### src/rtl/uart_tx_arb.sv
// Multi-channel UART transmit front end: round-robin arbitration of N_CH
// ready/valid sources into a small FIFO drained by a parametrised serializer.
module uart_tx_arb #(
   parameter int CLOCK_FREQ = 125_000_000,
   parameter int BAUD_RATE  = 115_200,
   parameter int N_CH       = 2,
   parameter int DATA_WIDTH = 8,
   parameter int FIFO_DEPTH = 8,
   parameter int PARITY     = 0,
   parameter int STOP_BITS  = 1
) (
   input  logic                             clk,
   input  logic                             rst,
   input  logic [N_CH*DATA_WIDTH-1:0]       data_in,
   input  logic [N_CH-1:0]                  data_in_valid,
   output logic [N_CH-1:0]                  data_in_ready,
   output logic                             serial_out,
   output logic [$clog2(FIFO_DEPTH+1)-1:0]  fifo_count,
   output logic                             busy
);
   localparam int SET = CLOCK_FREQ / BAUD_RATE;
   localparam int TW  = (SET > 1) ? $clog2(SET) : 1;
   localparam int PW  = (N_CH > 1) ? $clog2(N_CH) : 1;
   localparam int AW  = (FIFO_DEPTH > 1) ? $clog2(FIFO_DEPTH) : 1;
   localparam int CW  = $clog2(FIFO_DEPTH + 1);
   localparam int BW  = 4;

   localparam logic [TW-1:0] T_LAST   = TW'(SET - 1);
   localparam logic [PW:0]   NCH_W    = (PW + 1)'(N_CH);
   localparam logic [BW-1:0] D_LAST   = BW'(DATA_WIDTH - 1);
   localparam logic [BW-1:0] S_LAST   = BW'(STOP_BITS - 1);
   localparam logic [CW-1:0] CNT_FULL = CW'(FIFO_DEPTH);
   localparam logic          ODD      = (PARITY == 2);

   typedef enum logic [2:0] {S_IDLE, S_START, S_DATA, S_PAR, S_STOP} state_t;

   state_t                state_q, state_d;
   logic [TW-1:0]         tmr_q, tmr_d;
   logic [BW-1:0]         bit_q, bit_d;
   logic [DATA_WIDTH-1:0] shift_q, shift_d;
   logic                  par_q, par_d;
   logic                  serial_q, serial_d;
   logic [PW-1:0]         ptr_q, ptr_d;
   logic [AW-1:0]         wr_q, wr_d;
   logic [AW-1:0]         rd_q, rd_d;
   logic [CW-1:0]         cnt_q, cnt_d;

   logic [DATA_WIDTH-1:0] mem [FIFO_DEPTH];
   logic [DATA_WIDTH-1:0] wdata;
   logic [DATA_WIDTH-1:0] rdata;
   logic [PW-1:0]         gnt;
   logic                  found;
   logic                  full;
   logic                  empty;
   logic                  push;
   logic                  pop;
   logic                  tick;

   assign full  = (cnt_q == CNT_FULL);
   assign empty = (cnt_q == '0);
   assign tick  = (tmr_q == T_LAST);
   assign rdata = mem[rd_q];

   // Round-robin search beginning at ptr_q; ready is a pure function of valid.
   always_comb begin : arb
      logic [PW:0] cand;
      found = 1'b0;
      gnt   = '0;
      cand  = '0;
      for (int i = 0; i < N_CH; i++) begin
         cand = {1'b0, ptr_q} + (PW + 1)'(i);
         if (cand >= NCH_W) cand = cand - NCH_W;
         if (!found && data_in_valid[cand[PW-1:0]]) begin
            found = 1'b1;
            gnt   = cand[PW-1:0];
         end
      end
      wdata = '0;
      for (int i = 0; i < N_CH; i++) begin
         if (gnt == PW'(i)) wdata = data_in[i*DATA_WIDTH +: DATA_WIDTH];
      end
      push          = found && !full && !rst;
      data_in_ready = '0;
      if (push) data_in_ready[gnt] = 1'b1;
   end

   always_comb begin
      ptr_d = ptr_q;
      wr_d  = wr_q;
      if (push) begin
         ptr_d = (gnt == PW'(N_CH - 1)) ? '0 : gnt + PW'(1);
         wr_d  = wr_q + AW'(1);
      end
   end

   // Serializer next state; a pop reloads the shifter and restarts the frame.
   always_comb begin
      state_d = state_q;
      tmr_d   = tmr_q;
      bit_d   = bit_q;
      shift_d = shift_q;
      par_d   = par_q;
      pop     = 1'b0;
      if (state_q != S_IDLE) tmr_d = tick ? '0 : tmr_q + TW'(1);
      unique case (state_q)
         S_IDLE: begin
            tmr_d = '0;
            pop   = !empty;
         end
         S_START: begin
            if (tick) begin
               state_d = S_DATA;
               bit_d   = '0;
            end
         end
         S_DATA: begin
            if (tick) begin
               shift_d = shift_q >> 1;
               if (bit_q == D_LAST) begin
                  state_d = (PARITY != 0) ? S_PAR : S_STOP;
                  bit_d   = '0;
               end else begin
                  bit_d = bit_q + BW'(1);
               end
            end
         end
         S_PAR: begin
            if (tick) begin
               state_d = S_STOP;
               bit_d   = '0;
            end
         end
         S_STOP: begin
            if (tick) begin
               if (bit_q == S_LAST) begin
                  if (empty) state_d = S_IDLE;
                  else       pop     = 1'b1;
               end else begin
                  bit_d = bit_q + BW'(1);
               end
            end
         end
         default: state_d = S_IDLE;
      endcase
      if (pop) begin
         state_d = S_START;
         tmr_d   = '0;
         bit_d   = '0;
         shift_d = rdata;
         par_d   = (^rdata) ^ ODD;
      end
   end

   always_comb begin
      rd_d  = pop ? rd_q + AW'(1) : rd_q;
      cnt_d = cnt_q;
      unique case ({push, pop})
         2'b10:   cnt_d = cnt_q + CW'(1);
         2'b01:   cnt_d = cnt_q - CW'(1);
         default: cnt_d = cnt_q;
      endcase
      unique case (state_d)
         S_START: serial_d = 1'b0;
         S_DATA:  serial_d = shift_d[0];
         S_PAR:   serial_d = par_d;
         default: serial_d = 1'b1;
      endcase
   end

   always_ff @(posedge clk) begin
      if (rst) begin
         state_q  <= S_IDLE;
         tmr_q    <= '0;
         bit_q    <= '0;
         serial_q <= 1'b1;
         ptr_q    <= '0;
         wr_q     <= '0;
         rd_q     <= '0;
         cnt_q    <= '0;
      end else begin
         state_q  <= state_d;
         tmr_q    <= tmr_d;
         bit_q    <= bit_d;
         serial_q <= serial_d;
         ptr_q    <= ptr_d;
         wr_q     <= wr_d;
         rd_q     <= rd_d;
         cnt_q    <= cnt_d;
      end
   end

   // Datapath storage carries no reset; contents are only trusted via the pointers.
   always_ff @(posedge clk) begin
      shift_q <= shift_d;
      par_q   <= par_d;
      if (push) mem[wr_q] <= wdata;
   end

   assign serial_out = serial_q;
   assign fifo_count = cnt_q;
   assign busy       = (state_q != S_IDLE) || !empty;

endmodule

### config.mk
export PLATFORM = sky130hd
export DESIGN_NAME = uart_tx_arb
export DESIGN_NICKNAME = d
export VERILOG_FILES = /design/src/rtl/uart_tx_arb.sv
export SDC_FILE = /design/constraint.sdc
export NUM_CORES = 1
export LEC_CHECK = 0
export ABC_AREA = 1
export BUFFER_PORTS_ARGS = -buffer_cell sky130_fd_sc_hd__buf_2
export CAP_MARGIN = 15
export CORE_MARGIN = 4
export CORE_UTILIZATION = 55
export CTS_CLUSTER_DIAMETER = 150
export DETAILED_ROUTE_END_ITERATION = 6
export PLACE_DENSITY = 0.83
export SETUP_SLACK_MARGIN = 0.15
export SYNTH_ARGS = -nofsm -noshare
export SYNTH_HDL_FRONTEND = slang
export SYNTH_SLANG_ARGS = --single-unit
### constraint.sdc
create_clock -name clk -period 4.5 [get_ports clk]
set_input_delay 0.9 -clock clk [delete_from_list [all_inputs] [get_ports clk]]
set_output_delay 0.9 -clock clk [all_outputs]
set_load 0.05 [all_outputs]
==> impl_metrics.json <==
{
  "status": "completed",
  "cts_hold_buf": 0,
  "hpwlAfterDp_um": 7590,
  "rows": 35,
  "worst_slew_pin_slew_ns": 0.845,
  "ys_warn_count": 0,
  "rsz0062_at_grt": "no",
  "start_kind": "input port",
  "r2r-start": "tmr_q[0]$_SDFFE_PP0P_",
  "postLayoutCellArea_sq_um": 5640,
  "synth_seq_area_share_pct": 53.6,
  "min_from": "ptr_q$_SDFFE_PP0P_",
  "vias": 4057,
  "synth_cells": 631,
  "grt_pass1_wl_um": 17500,
  "core_sq_um": 9280,
  "relSlewSlack_pct": 43.6,
  "p_leak_nw": 2.57,
  "insertion_delay_ns": 0.38,
  "tritoncts": "built",
  "post_cts_buffers": 0,
  "via_per_inst": 5.15,
  "root_buffer": "clkbuf_8",
  "fp.dieW_um": 106,
  "place_congestion": 0.845,
  "syn-num-nets": 661,
  "required_ns": 3.60,
  "first_iter_violations": 272,
  "syn2layout_area_growth_pct": 6.80,
  "min_period_ns": 3.09,
  "finalHoldViolations": 0,
  "setup_violations": 0,
  "cts_made_buffers": 9,
  "drv_cap": 0,
  "fin_crit_sh_pct": 68.6,
  "synth_area_sq_um": 5280,
  "r2r-end": "fifo_count[3]$_SDFFE_PP0P_",
  "hold_end": "ptr_q$_SDFFE_PP0P_",
  "ant_nets": 0,
  "antenna_found_initial": 0,
  "cp.arrival_ns": 2.19,
  "overflow": 0,
  "post_synth.cell_area_avg_sq_um": 8.37,
  "fin_skew_ns": 0.0212,
  "multi_input_area_sq_um": 1930,
  "wl_per_cell_um": 13.2,
  "crit_path_start": "data_in_valid[0]",
  "layout_common_cells": "nand2_1 (236), inv_1 (92), edfxtp_1 (71)",
  "clock_path_buffers": 2,
  "die_area_sq_um": 11200,
  "die_h_um": 106,
  "synth_flop_cell": "edfxtp_1",
  "powerDensity_nw_per_um2": 531,
  "firstDrtPassIters": 5,
  "n_antenna_cell": 0,
  "clk_pin_slew_ns": 0.11,
  "grt_pass1_vias": 3895,
  "placed_cell_area_sq_um": 5450,
  "htreeDepth": 3,
  "drive_above_1_share_pct": 10.6,
  "finalNetCount": 684,
  "ys_seq_elements": 106,
  "design.portCount": 28,
  "rr_worst_depth": 16,
  "final-max-slew-violation-count": 0,
  "fillers": 804,
  "rrSetupSlack_ns": 1.62,
  "hold_class": "reg -> reg",
  "async_flop_share_pct": 0,
  "cts_sinks": 106,
  "criticalPathCategory": "in -> out",
  "wirelength_um": 10400,
  "ctsResizeCount": 0,
  "ff_latch_area_sq_um": 2830,
  "synth-edff-count": 71,
  "ir_drop_mv": 0.222,
  "grt_max_degree": 32,
  "ys_types": 39,
  "worst_setup_path_end_kind": "output port",
  "layout_commonest_cell": "nand2_1",
  "grt_usage_pct": 19.5,
  "critical_path_peak_fanout": 10,
  "fmax_mhz": 324,
  "numPortBuffers": 27,
  "drc": 0,
  "fin_tns_setup_ns": 0,
  "start_util_pct": 56.9,
  "whs_path_depth": 2
}
[cell families (layout without fill, tap and decap cells)]
kind of cell	count (synthesis)	in the layout	synth area share, %
AO/OA/AOI/OAI	40	40	4.31
AND/OR/NAND/NOR	350	350	28.4
XOR/XNOR	8	8	1.33
buffers and inverters	117	145	9.78
flip-flops	106	106	53.6
adder cells (fa/ha/maj)	10	10	2.51
[cell type report]
| type | instances | area share [%] |
|---|---|---|
| Tap cell | 129 | 2.86 |
| Sequential cell | 106 | 50.2 |
| Multi-Input combinational cell | 408 | 34.3 |
| Clock buffer | 10 | 2.26 |
| Clock inverter | 6 | 1.06 |
| Inverter | 101 | 6.81 |
| Timing Repair Buffer | 28 | 2.53 |
[Yosys cell counts, types with 2 or more instances]
master	instances	share of area (%)
inv_4	2	0.24
o21ai_2	3	0.50
nor3_2	2	0.38
inv_1	92	6.5
a21oi_1	17	1.6
o21ai_0	15	1.4
nand3_1	47	4.5
nor2_2	2	0.24
nor3_1	2	0.19
nand4_1	6	0.71
dfxtp_1	35	13
xor2_1	5	0.83
buf_6	6	1.3
nor3b_2	3	0.71
ha_1	9	2.1
a211oi_1	2	0.28
nor2_1	40	2.8
nand2_1	236	17
nand2_2	2	0.24
buf_4	6	0.85
buf_2	4	0.38
xnor2_1	3	0.50
edfxtp_1	71	40
inv_2	6	0.43
[metrics by stage]
stage                     std cells  power (mW)  util (%)  worst slack (ns)  hold slack (ns)
after floorplan                 631        2.23         -              1.51            0.439
after global placement          772        2.38      58.7              1.48            0.454
after detailed placement        772        2.44      58.7              1.40            0.459
after CTS                       788        3.00      60.8              1.40            0.475
after global routing            788        3.22      60.8              1.31            0.518
final                           788        3.00      60.8              1.41            0.474
[worst max-delay path by stage]
stage | endpoint | cells past startpoint
6_report | data_in_ready[0] | 6
3_5_place_dp | data_in_ready[0] | 6
4_1_cts | data_in_ready[0] | 6
5_1_grt | data_in_ready[0] | 6
3_3_place_gp | data_in_ready[0] | 6
2_1_floorplan | data_in_ready[0] | 4
[metal layers]
metal  global-route usage, %  up-vias  routed length, um
li1                        -     2036                  -
met1                    22.8     1874               4360
met2                    35.3      133               5340
met3                    3.83       14                557
met4                    7.31        0                171
met5                       0        -                  0
[critical path, cell delays in order]
cell,delay (ns)
buf_2,0.10
nand2_1,0.05
nand2_1,0.27
clkinv_1,0.36
nor2_1,0.22
buf_2,0.29
[sequential cells by signal (all words and copies together) (netlist names), 3 cells and up, named ones only]
register,cells
tmr_q,11
wr_q,3
rd_q,3
fifo_count,4
state_q,3
shift_q,8
mem,64
bit_q,4
[power breakdown]
part           internal, mW  switching (mW)  total [mW]
clock                 0.214           0.348       0.562
combinational         0.351           0.803        1.15
sequential             1.18           0.105        1.28
total                  1.74            1.26        3.00
No activity file was read; power rests on OpenSTA's default activity.
